--- config.mk ---
export PLATFORM = sky130hd
export DESIGN_NAME = cmd_arbiter_flat
export DESIGN_NICKNAME = d
export VERILOG_FILES = /design/src/rtl/cmd_arbiter_if.sv /design/src/rtl/cmd_arbiter.sv /design/src/flat_wrapper.sv
export SDC_FILE = /design/constraint.sdc
export NUM_CORES = 1
export LEC_CHECK = 0
export BUFFER_PORTS_ARGS = -buffer_cell sky130_fd_sc_hd__buf_2
export CORE_UTILIZATION = 42
export DETAILED_ROUTE_END_ITERATION = 8
export MAX_ROUTING_LAYER = met4
export PLACE_DENSITY = 0.76
export SYNTH_ARGS = -nofsm -noshare
export SYNTH_HDL_FRONTEND = slang
export SYNTH_SLANG_ARGS = --single-unit
--- constraint.sdc ---
create_clock -name iClock_host -period 2.3 [get_ports iClock_host]
set_clock_uncertainty 0.15 [all_clocks]
set_input_delay 0.23 -clock iClock_host [delete_from_list [all_inputs] [get_ports iClock_host]]
set_output_delay 0.23 -clock iClock_host [all_outputs]
set_load 0.005 [all_outputs]
--- src/rtl/cmd_arbiter_if.sv ---
// cmd_arbiter_if: requester, controller and status signals of the command arbiter.
//   master modport: arbiter side (drives grants, done, response, controller start/operands/timeout).
//   slave modport:  environment side (requesters and command controller).
interface cmd_arbiter_if;
    logic        iReq0;
    logic        iReq1;
    logic [5:0]  iReq0_index;
    logic [5:0]  iReq1_index;
    logic [31:0] iReq0_argument;
    logic [31:0] iReq1_argument;
    logic        oGnt0;
    logic        oGnt1;
    logic        oDone0;
    logic        oDone1;
    logic [37:0] oResponse;
    logic        oIndex_error;
    logic        oTimeout_err;
    logic        oBusy;
    logic        iCtl_idle;
    logic        oNew_command;
    logic [5:0]  oCmd_index;
    logic [31:0] oCmd_argument;
    logic        iCmd_complete;
    logic [37:0] iResponse;
    logic        iIndex_error;
    logic        oTimeout_enable;
    logic        oTimeout;

    modport master (
        input  iReq0, iReq1, iReq0_index, iReq1_index, iReq0_argument, iReq1_argument,
        input  iCtl_idle, iCmd_complete, iResponse, iIndex_error,
        output oGnt0, oGnt1, oDone0, oDone1, oResponse, oIndex_error, oTimeout_err, oBusy,
        output oNew_command, oCmd_index, oCmd_argument, oTimeout_enable, oTimeout
    );

    modport slave (
        output iReq0, iReq1, iReq0_index, iReq1_index, iReq0_argument, iReq1_argument,
        output iCtl_idle, iCmd_complete, iResponse, iIndex_error,
        input  oGnt0, oGnt1, oDone0, oDone1, oResponse, oIndex_error, oTimeout_err, oBusy,
        input  oNew_command, oCmd_index, oCmd_argument, oTimeout_enable, oTimeout
    );
endinterface

--- src/rtl/cmd_arbiter.sv ---
// cmd_arbiter: round-robin arbiter feeding two requesters' commands to one command controller,
// with a per-command timeout.
//   iClock_host : sole clock, rising edge
//   iReset_n    : asynchronous active-low reset
//   bus         : cmd_arbiter_if.master (requests/grants/done, controller handshake, response)
module cmd_arbiter #(
    parameter int TIMEOUT_CYCLES = 256,
    parameter int CNT_W          = 16
) (
    input  logic          iClock_host,
    input  logic          iReset_n,
    cmd_arbiter_if.master bus
);
    localparam logic [1:0] IDLE  = 2'd0;
    localparam logic [1:0] ISSUE = 2'd1;
    localparam logic [1:0] WAIT  = 2'd2;
    localparam logic [1:0] DONE  = 2'd3;

    logic [1:0]       state;
    logic [CNT_W-1:0] count;
    logic             lastServed;
    logic             current;
    logic             winner;
    logic             active;
    logic             completeHit;
    logic             timeoutHit;

    // On contention the requester not served last wins; a lone requester always wins.
    always_comb begin
        winner      = (bus.iReq0 && bus.iReq1) ? ~lastServed : bus.iReq1;
        active      = (state == ISSUE) || (state == WAIT);
        completeHit = (state == WAIT) && bus.iCmd_complete;
        // Completion arriving with the counter at zero takes priority over the timeout.
        timeoutHit  = active && (count == '0) && !bus.iCmd_complete;
    end

    assign bus.oBusy           = state != IDLE;
    assign bus.oNew_command    = state == ISSUE;
    assign bus.oTimeout_enable = active;

    always_ff @(posedge iClock_host or negedge iReset_n) begin
        if (!iReset_n) begin
            state             <= IDLE;
            count             <= '0;
            lastServed        <= 1'b1;
            current           <= 1'b0;
            bus.oGnt0         <= 1'b0;
            bus.oGnt1         <= 1'b0;
            bus.oDone0        <= 1'b0;
            bus.oDone1        <= 1'b0;
            bus.oTimeout      <= 1'b0;
            bus.oTimeout_err  <= 1'b0;
            bus.oResponse     <= '0;
            bus.oIndex_error  <= 1'b0;
            bus.oCmd_index    <= '0;
            bus.oCmd_argument <= '0;
        end else begin
            bus.oGnt0    <= 1'b0;
            bus.oGnt1    <= 1'b0;
            bus.oDone0   <= 1'b0;
            bus.oDone1   <= 1'b0;
            bus.oTimeout <= 1'b0;
            if (active)
                count <= (count == '0) ? count : count - 1'b1;
            case (state)
                IDLE: if (bus.iCtl_idle && (bus.iReq0 || bus.iReq1)) begin
                    state             <= ISSUE;
                    current           <= winner;
                    bus.oGnt0         <= ~winner;
                    bus.oGnt1         <= winner;
                    bus.oCmd_index    <= winner ? bus.iReq1_index : bus.iReq0_index;
                    bus.oCmd_argument <= winner ? bus.iReq1_argument : bus.iReq0_argument;
                    count             <= CNT_W'(TIMEOUT_CYCLES - 1);
                end
                ISSUE: if (!bus.iCtl_idle) state <= WAIT;
                DONE: begin
                    lastServed <= current;
                    state      <= IDLE;
                end
                default: ;
            endcase
            // Both ways of finishing a command pass through DONE and pulse the served oDone.
            if (completeHit || timeoutHit) begin
                state      <= DONE;
                bus.oDone0 <= ~current;
                bus.oDone1 <= current;
            end
            if (completeHit) begin
                bus.oResponse    <= bus.iResponse;
                bus.oIndex_error <= bus.iIndex_error;
                bus.oTimeout_err <= 1'b0;
            end
            if (timeoutHit) begin
                bus.oTimeout     <= 1'b1;
                bus.oTimeout_err <= 1'b1;
            end
        end
    end
endmodule

--- src/flat_wrapper.sv ---
// flat-port wrapper written by rule: the top's interface ports become plain ports
module cmd_arbiter_flat 
#(
    parameter int TIMEOUT_CYCLES = 256,
    parameter int CNT_W          = 16
)
  (iClock_host, iReset_n, bus_iReq0, bus_iReq1, bus_iReq0_index, bus_iReq1_index, bus_iReq0_argument, bus_iReq1_argument, bus_iCtl_idle, bus_iCmd_complete, bus_iResponse, bus_iIndex_error, bus_oGnt0, bus_oGnt1, bus_oDone0, bus_oDone1, bus_oResponse, bus_oIndex_error, bus_oTimeout_err, bus_oBusy, bus_oNew_command, bus_oCmd_index, bus_oCmd_argument, bus_oTimeout_enable, bus_oTimeout);
  cmd_arbiter_if bus_i ();
  input  logic iClock_host;
  input  logic iReset_n;
  input wire logic [$bits(bus_i.iReq0)-1:0] bus_iReq0;
  input wire logic [$bits(bus_i.iReq1)-1:0] bus_iReq1;
  input wire logic [$bits(bus_i.iReq0_index)-1:0] bus_iReq0_index;
  input wire logic [$bits(bus_i.iReq1_index)-1:0] bus_iReq1_index;
  input wire logic [$bits(bus_i.iReq0_argument)-1:0] bus_iReq0_argument;
  input wire logic [$bits(bus_i.iReq1_argument)-1:0] bus_iReq1_argument;
  input wire logic [$bits(bus_i.iCtl_idle)-1:0] bus_iCtl_idle;
  input wire logic [$bits(bus_i.iCmd_complete)-1:0] bus_iCmd_complete;
  input wire logic [$bits(bus_i.iResponse)-1:0] bus_iResponse;
  input wire logic [$bits(bus_i.iIndex_error)-1:0] bus_iIndex_error;
  output wire logic [$bits(bus_i.oGnt0)-1:0] bus_oGnt0;
  output wire logic [$bits(bus_i.oGnt1)-1:0] bus_oGnt1;
  output wire logic [$bits(bus_i.oDone0)-1:0] bus_oDone0;
  output wire logic [$bits(bus_i.oDone1)-1:0] bus_oDone1;
  output wire logic [$bits(bus_i.oResponse)-1:0] bus_oResponse;
  output wire logic [$bits(bus_i.oIndex_error)-1:0] bus_oIndex_error;
  output wire logic [$bits(bus_i.oTimeout_err)-1:0] bus_oTimeout_err;
  output wire logic [$bits(bus_i.oBusy)-1:0] bus_oBusy;
  output wire logic [$bits(bus_i.oNew_command)-1:0] bus_oNew_command;
  output wire logic [$bits(bus_i.oCmd_index)-1:0] bus_oCmd_index;
  output wire logic [$bits(bus_i.oCmd_argument)-1:0] bus_oCmd_argument;
  output wire logic [$bits(bus_i.oTimeout_enable)-1:0] bus_oTimeout_enable;
  output wire logic [$bits(bus_i.oTimeout)-1:0] bus_oTimeout;
  assign bus_i.iReq0 = bus_iReq0;
  assign bus_i.iReq1 = bus_iReq1;
  assign bus_i.iReq0_index = bus_iReq0_index;
  assign bus_i.iReq1_index = bus_iReq1_index;
  assign bus_i.iReq0_argument = bus_iReq0_argument;
  assign bus_i.iReq1_argument = bus_iReq1_argument;
  assign bus_i.iCtl_idle = bus_iCtl_idle;
  assign bus_i.iCmd_complete = bus_iCmd_complete;
  assign bus_i.iResponse = bus_iResponse;
  assign bus_i.iIndex_error = bus_iIndex_error;
  assign bus_oGnt0 = bus_i.oGnt0;
  assign bus_oGnt1 = bus_i.oGnt1;
  assign bus_oDone0 = bus_i.oDone0;
  assign bus_oDone1 = bus_i.oDone1;
  assign bus_oResponse = bus_i.oResponse;
  assign bus_oIndex_error = bus_i.oIndex_error;
  assign bus_oTimeout_err = bus_i.oTimeout_err;
  assign bus_oBusy = bus_i.oBusy;
  assign bus_oNew_command = bus_i.oNew_command;
  assign bus_oCmd_index = bus_i.oCmd_index;
  assign bus_oCmd_argument = bus_i.oCmd_argument;
  assign bus_oTimeout_enable = bus_i.oTimeout_enable;
  assign bus_oTimeout = bus_i.oTimeout;
  cmd_arbiter #(.TIMEOUT_CYCLES(TIMEOUT_CYCLES), .CNT_W(CNT_W)) u_core (.iClock_host(iClock_host), .iReset_n(iReset_n), .bus(bus_i));
endmodule
==> impl_metrics.py, run 1 <==
metrics = {
    "clock_network": {
        "cts-root-to-sink-buffers": 2,
        "worstSkewPairLatency_ns": 0.36,
        "clk_transition_reported_paths_ns": 0.10,
        "cts_num_sinks": 103,
        "cts.htree.levels": 3,
        "ctsRootBufferMaster": "clkbuf_8",
        "cts_made_buffers": 9,
        "clock_tree_from_tritoncts": "built",
    },
    "layout": {
        "leading_cell_type_in_the_layout_fill_and_taps_excluded": "buf_2",
        "final_layout_size_suffix_gt1_frac": 0.453,
        "final.fill_count": 810,
        "antennaDiodeCount": 0,
        "post_layout_utilization_of_the_core": 0.642,
        "final_cells": 779,
        "finish.net_count": 765,
        "flow.area_growth_from_synthesis_pct": 48.3,
        "mostFrequentLayoutCells": "buf_2, dfrtp_1, dlygate4sd3_1",
        "layout.cell_area.non_filler_mm2": 0.00663,
    },
    "synth": {
        "yosys_register_bits": 103,
        "post_synth_num_cell_types": 41,
        "edff_count_synth": 0,
        "ys_warn_count": 0,
        "mappedNetlistNets": 500,
        "syn-mean-instance-area_um2": 12.0,
        "async_flop_share": 1.00,
        "netlist_area_mm2": 0.00447,
        "netlist_instances": 373,
        "yosysSeqAreaShare": 0.577,
        "synth-main-ff-cell": "dfrtp_1",
    },
    "grt": {
        "grt_max_degree": 86,
        "grt_pass1_wl_mm": 18.0,
        "globalRouteOverflowTotal": 0,
        "via_count_of_the_first_global_routing_pass": 3910,
        "antenna_violations_before_repair": 0,
        "global_route.usage.total": 0.215,
    },
    "setup_path": {
        "timing.reg2reg.worst_path_depth": 5,
        "crit_path_end_kind": "flip-flop",
        "startpoint_type": "flip-flop",
        "setup.worst_path.class": "flip-flop to flip-flop",
        "setup.reg_to_reg.worst_slack_ns": 0.07,
        "timing.critical_path.required_ns": 2.45,
        "rr_endpoint": "u_core.state[1]",
        "critPathMaxFanout": 8,
        "origin_of_the_critical_flop_to_flop_path": "u_core.count[3]",
        "worst-endpoint-arrival_ns": 2.39,
    },
    "timing": {
        "tightestPinTransition_ns": 0.626,
        "rsz_0062_raised_after_global_routing": "true",
        "finalMaxSlewViolations": 0,
        "clock.fmax_mhz": 448,
        "timing.final.crit_share": 0.970,
        "period_needed_ns": 2.23,
        "tns_ns": 0,
        "finalSetupViolCount": 0,
        "final_hold_viol_count": 0,
        "slew-limit-headroom": 0.582,
    },
    "power_and_ir_drop": {
        "pwr-share-clk": 0.225,
        "power_mw": 7.42,
        "intPower_mw": 5.10,
        "power.net_switching_mw": 2.32,
        "cellPowerDensity_mw_per_mm2": 1120,
        "switching_share_of_power": 0.312,
        "vdd.ir_drop.worst_mv": 0.555,
        "pwr-share-comb": 0.368,
        "seq_power_share": 0.407,
        "standby_leakage_power_nw": 3.41,
    },
    "routing": {
        "wl_per_cell_um": 14.4,
        "detail-route-antenna-nets": 0,
        "postRouteWirelength_mm": 11.2,
        "post_drt_via_cell_ratio": 4.80,
        "via_count": 3739,
        "initialDrtViolationCount": 101,
        "drc_errors": 0,
        "drt_first_pass_iters": 4,
    },
    "placement": {
        "gp_congestion": 0.795,
        "placed_area_mm2": 0.00575,
        "port_buffers": 206,
        "place.detailed.instances": 707,
        "hpwl_mm": 7.77,
    },
    "worst_hold_path": {
        "timing.hold.worst.class": "primary input to flip-flop",
        "hp-start": "bus_iReq1_argument[27]",
        "hold_path_end": "u_core.bus.oCmd_argument[27]",
        "hold_critical_path_depth": 3,
    },
    "die": {
        "design.core.area_mm2": 0.0103,
        "initial_core_util": 0.433,
        "fp-row-count": 37,
        "die_h_um": 105,
        "fp.dieW_um": 105,
        "floorplan.die_area_mm2": 0.0111,
        "num_io_pins": 207,
    },
    "status": {
        "run_status": "finished, final reports clean",
    },
    "job": {
        "maxCapViolations": 0,
    },
}
[cell type report]
class / count / area [µm²] / share of cell area
Clock buffer: 10 / 128 / 0.0192
Multi-Input combinational cell: 244 / 1830 / 0.275
Sequential cell: 103 / 2580 / 0.389
Tap cell: 136 / 170 / 0.0257
Clock inverter: 6 / 180 / 0.0272
Inverter: 6 / 22.5 / 0.00340
Timing Repair Buffer: 274 / 1730 / 0.260
[metrics by stage]
| stage | hold slack [ns] | setup WS [ns] |
|---|---|---|
| global placement | 0.123 | 0.121 |
| CTS | 0.000136 | 0.0489 |
| global route | 0.00583 | -0.0167 |
| floorplan | -0.216 | 0.0342 |
| detailed placement | 0.137 | 0.0712 |
| finish | 0.00946 | 0.0683 |
[worst max-delay path by stage]
stage | start | end | slack [ns]
after floorplan | u_core.state[0] | u_core.count[9] | 0.03
after global placement | u_core.state[1] | u_core.count[9] | 0.12
after detailed placement | u_core.state[1] | u_core.count[9] | 0.07
after CTS | u_core.state[1] | u_core.count[9] | 0.05
after global routing | u_core.state[1] | u_core.count[13] | -0.02
final | u_core.count[3] | u_core.state[1] | 0.07
[repair_timing]
item                       in CTS  in global routing
hold endpoints to repair       89                  1
gates resized for setup         0                  5
hold buffers                   52                  1
buffers inserted                0                  3
setup endpoints to repair       0                  9
[cells by family after synthesis]
| group | share of synthesized area |
|---|---|
| flip-flops | 0.577 |
| XOR/XNOR | 0.0215 |
| AO/OA/AOI/OAI | 0.0803 |
| AND/OR/NAND/NOR | 0.0957 |
| multiplexers | 0.186 |
| adder cells (fa/ha/maj) | 0.0168 |
| buffers and inverters | 0.0235 |
[registers in the layout, summed over array words and instances, names as in the netlist]
register and cells:
u_core.bus.oDone0 1, u_core.bus.oResponse 38, u_core.bus.oGnt0 1, u_core.bus.oTimeout_err 1
u_core.bus.oGnt1 1, u_core.state 2, u_core.lastServed 1, u_core.count 16
u_core.bus.oTimeout 1, u_core.current 1, u_core.bus.oDone1 1, u_core.bus.oCmd_index 6
u_core.bus.oCmd_argument 32, u_core.bus.oIndex_error 1
[layer usage]
| layer | up-vias | wire, µm | track usage |
|---|---|---|---|
| li1 | 1828 | - | - |
| met4 | 0 | 263 | 0.0805 |
| met5 | - | 0 | - |
| met2 | 133 | 6060 | 0.393 |
| met1 | 1756 | 4460 | 0.230 |
| met3 | 22 | 469 | 0.0393 |
[synthesized netlist by cell type, types with 3 or more instances]
library cell / n / area [µm²]
nand2_1: 53 / 199
ha_1: 6 / 75.1
nand4b_1: 4 / 35.0
o21ai_0: 43 / 215
clkbuf_1: 15 / 56.3
dfrtp_1: 102 / 2550
nor2_1: 14 / 52.6
buf_1: 4 / 15.0
inv_1: 6 / 22.5
xor2_1: 10 / 87.6
mux2i_1: 38 / 380
nand3_1: 3 / 15.0
mux2_2: 40 / 450
[worst max-delay path, cell delays in order (launching register included)]
cell	delay (ns)
dfrtp_1	0.44
or4_4	0.59
or2_1	0.35
o41ai_4	0.33
a21bo_1	0.18
o32a_2	0.14
[power groups by stage]
stage          combinational [mW]  clock [mW]  sequential, mW
2_1_floorplan                1.33           0            3.06
5_1_grt                      3.02        1.77            3.12
4_1_cts                      2.71        1.71            3.01
6_report                     2.73        1.67            3.02
3_5_place_dp                 2.64           0            3.03
3_3_place_gp                 2.51           0            2.98
Power figures use the tool's default switching activity.
==> run 2, diff against run 1 <==
Settings changed: CTS_BUF_LIST set to sky130_fd_sc_hd__clkbuf_16.
==> run 2 against run 1 <==
  * First-iteration DRC count fell by 8.9%
  * Critical path depth did not move
  * Utilization barely moved
  * Worst setup slack got worse by 0.046 ns
  * Die area did not move
  * Sequential cell count did not move
  * Hold slack improved by 0.026 ns
  * Sequential power barely moved
  * Clock-buffer cell count fell by 1
  * Fmax fell by 2.0%
  * Critical path type unchanged
  * Critical endpoint is now u_core.state[0]
==> impl_metrics.py, run 2 (synthesis results as in run 1) <==
metrics = {
    "setup_path": {
        "crit_buf_inv": 0,
        "worst-endpoint-arrival_ns": 2.40,
        "origin_of_the_critical_flop_to_flop_path": "u_core.count[6]",
        "max_stage_delay_ns": 0.58,
        "critPathMaxFanout": 8,
        "timing.critical_path.required_ns": 2.42,
        "critical-path-top-delay-family": "simple AND/OR/NAND/NOR gates",
        "rr_endpoint": "u_core.state[0]",
        "timing.reg2reg.worst_path_depth": 5,
        "critical_path.slowest_cell": "or4_4",
        "setup.reg_to_reg.worst_slack_ns": 0.02,
        "setup.worst_path.class": "flip-flop to flip-flop",
        "cell_chain_of_the_critical_path": "or4_4, or2_4, o41ai_4, a21bo_1, o32a_2",
        "startpoint_type": "flip-flop",
        "crit_path_end_kind": "flip-flop",
    },
    "power_and_ir_drop": {
        "standby_leakage_power_nw": 3.41,
        "power.net_switching_mw": 2.35,
        "pwr-share-comb": 0.352,
        "seq_power_share": 0.388,
        "cellPowerDensity_mw_per_mm2": 1180,
        "switching_share_of_power": 0.302,
        "intPower_mw": 5.45,
        "vdd.ir_drop.worst_mv": 0.552,
        "pwr-share-clk": 0.260,
    },
    "status": {
        "run_status": "finished, final reports clean",
    },
    "layout": {
        "mostFrequentLayoutCells": "buf_2, dfrtp_1, nand2_1",
        "leading_cell_type_in_the_layout_fill_and_taps_excluded": "buf_2",
        "largest_register_ffs": 38,
        "regMostFlops": "u_core.bus.oResponse",
        "flow.area_growth_from_synthesis_pct": 48.2,
        "final_cells": 767,
        "antennaDiodeCount": 0,
        "post_layout_utilization_of_the_core": 0.642,
        "largestRegisters": "u_core.bus.oResponse x38, u_core.bus.oCmd_argument x32, u_core.count x16",
        "final_layout_size_suffix_gt1_frac": 0.466,
        "finish.net_count": 753,
    },
    "timing": {
        "finalMaxSlewViolations": 0,
        "tns_ns": 0,
        "timing.final.crit_share": 0.990,
        "tightestPinTransition_ns": 0.620,
        "clock.fmax_mhz": 439,
        "slew-limit-headroom": 0.586,
        "period_needed_ns": 2.28,
        "rsz_0062_raised_after_global_routing": "true",
        "finalSetupViolCount": 0,
        "final_hold_viol_count": 0,
    },
    "die": {
        "fp-row-count": 37,
        "initial_core_util": 0.433,
        "design.core.area_mm2": 0.0103,
        "floorplan.die_area_mm2": 0.0111,
        "num_io_pins": 207,
        "die_h_um": 105,
        "fp.dieW_um": 105,
    },
    "clock_network": {
        "ctsRootBufferMaster": "clkbuf_16",
        "clock_tree_from_tritoncts": "built",
        "cts_made_buffers": 9,
        "cts.htree.levels": 3,
        "cts_num_sinks": 103,
        "clk_transition_reported_paths_ns": 0.06,
        "cts-root-to-sink-buffers": 2,
        "worstSkewPairLatency_ns": 0.33,
    },
    "routing": {
        "post_drt_via_cell_ratio": 4.80,
        "detail-route-antenna-nets": 0,
        "initialDrtViolationCount": 92,
        "postRouteWirelength_mm": 10.9,
        "drc_errors": 0,
        "max_layer_used": "met4",
        "drt_first_pass_iters": 4,
        "met2_wirelength_mm": 5.87,
        "met1_length_mm": 4.46,
        "via_count": 3681,
        "route.met3.wl_um": 419,
        "wl_per_cell_um": 14.2,
    },
    "job": {
        "maxCapViolations": 0,
    },
    "grt": {
        "via_count_of_the_first_global_routing_pass": 3772,
        "grt_max_degree": 86,
        "antenna_violations_before_repair": 0,
        "global_route.usage.total": 0.205,
        "grt_pass1_wl_mm": 17.3,
        "globalRouteOverflowTotal": 0,
    },
    "worst_hold_path": {
        "hold_critical_path_depth": 3,
        "timing.hold.worst.class": "primary input to flip-flop",
        "hp-start": "bus_iReq0_argument[23]",
        "hold_path_end": "u_core.bus.oCmd_argument[23]",
    },
    "placement": {
        "place.detailed.instances": 707,
        "port_buffers": 206,
        "hpwl_mm": 7.77,
        "gp_congestion": 0.795,
    },
}
[run 2: power by group through the flow]
stage / logic (mW) / clock network [mW] / registers [mW]
after floorplan: 1.33 / 0 / 3.06
after global placement: 2.51 / 0 / 2.98
after detailed placement: 2.64 / 0 / 3.03
after CTS: 2.69 / 2.08 / 3.02
after global routing: 3.04 / 2.13 / 3.12
final: 2.75 / 2.03 / 3.03
[run 2: worst reg2reg max path: stages, from the launching register on]
cell and delay, ns:
dfrtp_1 0.40, or4_4 0.58, or2_4 0.30, o41ai_4 0.45, a21bo_1 0.19, o32a_2 0.14
[run 2: worst max-delay path by stage]
stage / start / depth (start not counted) / end / slack, ns
finish: u_core.count[6] / 5 / u_core.state[0] / 0.02
global route: u_core.state[1] / 7 / u_core.count[9] / -0.04
CTS: u_core.state[1] / 7 / u_core.count[9] / 0.03
detailed placement: u_core.state[1] / 7 / u_core.count[9] / 0.07
global placement: u_core.state[1] / 7 / u_core.count[9] / 0.12
floorplan: u_core.state[0] / 7 / u_core.count[9] / 0.03
[run 2: timing repair]
| item | in CTS | in global routing |
|---|---|---|
| resized for setup | 0 | 8 |
| endpoints found under the hold margin | 80 | 0 |
| endpoints found under the setup margin | 0 | 9 |
| hold buffers | 40 | 0 |
| buffers inserted | 0 | 4 |
[run 2: routing by layer]
metal  vias up  track usage
met2       134        0.374
met1      1735        0.223
met3        10       0.0312
met4         0       0.0785
li1       1802            -
met5         -            -
[run 2: metrics by stage]
| step | hold WS (ns) | instance area, µm² | power [mW] | setup slack [ns] |
|---|---|---|---|---|
| after floorplan | -0.216 | 4470 | 4.39 | 0.0342 |
| after detailed placement | 0.137 | 5750 | 5.67 | 0.0712 |
| after CTS | 0.0260 | 6560 | 7.78 | 0.0338 |
| after global placement | 0.123 | 5750 | 5.49 | 0.121 |
| final | 0.0358 | 6630 | 7.80 | 0.0219 |
| after global routing | 0.0328 | 6630 | 8.30 | -0.0438 |
[run 2: layout make-up]
type | count | area [µm²]
Clock buffer | 9 | 225
Clock inverter | 7 | 184
Fill cell | 805 | 3690
Inverter | 6 | 22.5
Multi-Input combinational cell | 244 | 1840
Sequential cell | 103 | 2580
Tap cell | 136 | 170
Timing Repair Buffer | 262 | 1610
==> run 3, diff against run 2 <==
Settings changed: REMOVE_ABC_BUFFERS set to 1.
==> run 3 against run 2 <==
  * Combinational power shrank 3%
  * Critical endpoint is now u_core.count[6]
  * Hold slack got worse by 0.017 ns
  * Worst setup slack better by 0.11 ns
  * Cell area decreased by 2.7%
  * Critical path depth is 2 higher
  * Clock-buffer cell count did not move
  * Non-clock buffer count shrank 4
  * Highest routed layer unchanged
==> impl_metrics.py, run 3 (synthesis results as in run 1) <==
metrics = {
    "timing": {
        "hold_ws_ns": 0.0191,
        "finalSetupViolCount": 0,
        "slew-limit-headroom": 0.565,
        "final.setup.worst_slack_ns": 0.133,
        "final_hold_viol_count": 0,
        "rsz_0062_raised_after_global_routing": "false",
        "clock.fmax_mhz": 461,
        "tns_ns": 0,
        "period_needed_ns": 2.17,
        "timing.final.crit_share": 0.942,
        "tightestPinTransition_ns": 0.645,
        "finalMaxSlewViolations": 0,
    },
    "setup_path": {
        "critPathMaxFanout": 6,
        "max_stage_delay_ns": 0.52,
        "setup.worst_path.class": "flip-flop to flip-flop",
        "timing.reg2reg.worst_path_depth": 7,
        "crit_path_end_kind": "flip-flop",
        "origin_of_the_critical_flop_to_flop_path": "u_core.state[0]",
        "worst-endpoint-arrival_ns": 2.24,
        "critical-path-top-delay-family": "simple AND/OR/NAND/NOR gates",
        "setup.reg_to_reg.worst_slack_ns": 0.13,
        "startpoint_type": "flip-flop",
        "cell_chain_of_the_critical_path": "inv_1, ha_1, buf_4, nand3b_1, or4_1, a21oi_1, o31ai_1",
        "rr_endpoint": "u_core.count[6]",
        "critical_path.slowest_cell": "or4_1",
        "crit_buf_inv": 2,
        "timing.critical_path.required_ns": 2.37,
    },
    "routing": {
        "drc_errors": 0,
        "wl_per_cell_um": 13.9,
        "post_drt_via_cell_ratio": 4.80,
        "initialDrtViolationCount": 163,
        "postRouteWirelength_mm": 10.6,
        "detail-route-antenna-nets": 0,
        "via_count": 3666,
        "drt_first_pass_iters": 4,
    },
    "worst_hold_path": {
        "hp-start": "bus_iReq0_argument[1]",
        "hold_critical_path_depth": 3,
        "hold_path_end": "u_core.bus.oCmd_argument[1]",
        "timing.hold.worst.class": "primary input to flip-flop",
    },
    "die": {
        "design.core.area_mm2": 0.0103,
        "num_io_pins": 207,
        "fp.dieW_um": 105,
        "die_h_um": 105,
        "initial_core_util": 0.433,
        "floorplan.die_area_mm2": 0.0111,
        "fp-row-count": 37,
    },
    "power_and_ir_drop": {
        "switching_share_of_power": 0.331,
        "pwr-share-comb": 0.375,
        "pwr-share-clk": 0.201,
        "cellPowerDensity_mw_per_mm2": 1100,
        "intPower_mw": 4.77,
        "vdd.ir_drop.worst_mv": 0.469,
        "power.net_switching_mw": 2.36,
        "seq_power_share": 0.424,
        "standby_leakage_power_nw": 3.31,
    },
    "grt": {
        "met1_track_demand_over_resource": 0.243,
        "global_route.usage.total": 0.209,
        "met2_usage": 0.357,
        "via_count_of_the_first_global_routing_pass": 3753,
        "antenna_violations_before_repair": 0,
        "globalRouteOverflowTotal": 0,
        "grt_max_degree": 87,
        "global_route.peak_usage_layer": "met2",
        "grt_pass1_wl_mm": 17.6,
        "met3_usage": 0.0418,
    },
    "layout": {
        "antennaDiodeCount": 0,
        "leading_cell_type_in_the_layout_fill_and_taps_excluded": "buf_2",
        "final_layout_size_suffix_gt1_frac": 0.459,
        "mostFrequentLayoutCells": "buf_2, dfrtp_1, nand2_1",
        "final_cells": 763,
        "largest_register_ffs": 38,
        "layout.cell_area.non_filler_mm2": 0.00645,
        "final.fill_count": 820,
        "finish.net_count": 749,
        "flow.area_growth_from_synthesis_pct": 44.2,
        "regMostFlops": "u_core.bus.oResponse",
        "largestRegisters": "u_core.bus.oResponse x38, u_core.bus.oCmd_argument x32, u_core.count x16",
    },
    "job": {
        "maxCapViolations": 0,
    },
    "placement": {
        "place.detailed.instances": 706,
        "gp_congestion": 0.819,
        "placed_area_mm2": 0.00574,
        "port_buffers": 206,
        "place_worst_setup_slack_ns": 0.0561,
        "hpwl_mm": 7.45,
    },
    "clock_network": {
        "clock_tree_from_tritoncts": "built",
        "cts.htree.levels": 3,
        "cts_made_buffers": 9,
        "cts-root-to-sink-buffers": 2,
        "worstSkewPairLatency_ns": 0.34,
        "clk_transition_reported_paths_ns": 0.07,
        "ctsRootBufferMaster": "clkbuf_16",
        "cts_num_sinks": 103,
    },
    "status": {
        "run_status": "finished, final reports clean",
    },
}
==> run 3: changes by cell type in the layout (fill, tap and decap cells not counted), sizes merged <==
cell,previous run,this run
bufinv,6,0
buf,222,218
clkinv,0,4
inv,7,9
==> run 3: worst max path at each step <==
stage	from	endpoint	slack, ns	cells after the start
finish	u_core.state[0]	u_core.count[6]	0.13	7
global route	u_core.state[0]	u_core.count[6]	0.008	7
CTS	u_core.state[1]	u_core.count[13]	0.03	8
detailed placement	u_core.state[1]	u_core.count[13]	0.06	8
global placement	u_core.state[1]	u_core.count[9]	0.13	7
floorplan	u_core.lastServed	u_core.bus.oCmd_argument[0]	-1.44	3
==> run 3: power groups by stage <==
stage	clock network (mW)	registers, mW	logic (mW)
after global routing	1.55	3.12	2.97
after floorplan	0	3.06	1.33
final	1.43	3.02	2.67
after CTS	1.47	3.00	2.66
after global placement	0	3.00	2.50
after detailed placement	0	3.03	2.61
==> run 3: layout make-up <==
cell class / instances / area, µm² / share of cell area
inverters: 6 / 22.5 / 0.00349
clock inverters: 7 / 55.1 / 0.00854
flip-flops and latches: 103 / 2580 / 0.400
repair buffers: 258 / 1570 / 0.244
well taps: 136 / 170 / 0.0264
multi-input cells: 244 / 1820 / 0.283
clock buffers: 9 / 225 / 0.0349
==> run 3: worst register-to-register path, delay by kind of cell, from the launching register on <==
family                   cells  cell delay (ns)
AND/OR/NAND/NOR              2             0.77
flip-flops                   1             0.36
buffers and inverters        2             0.20
adder cells (fa/ha/maj)      1             0.30
AO/OA/AOI/OAI                2             0.27
==> run 3: repair_timing <==
item / CTS / global route
hold buffers: 40 / 0
resized for setup: 0 / 4
setup endpoints to repair: 0 / 11
endpoints found under the hold margin: 65 / 0
buffers inserted: 0 / 1
==> run 3: routing by layer <==
layer	wire, µm	up-vias
li1	-	1798
met1	4520	1696
met2	5280	155
met3	598	17
met4	249	0
met5	0	-
==> run 3: through the flow <==
step           total power [mW]  utilization
6_report                   7.13        0.625
4_1_cts                    7.13        0.622
3_3_place_gp               5.50        0.556
3_5_place_dp               5.64        0.556
5_1_grt                    7.64        0.625
2_1_floorplan              4.39            -
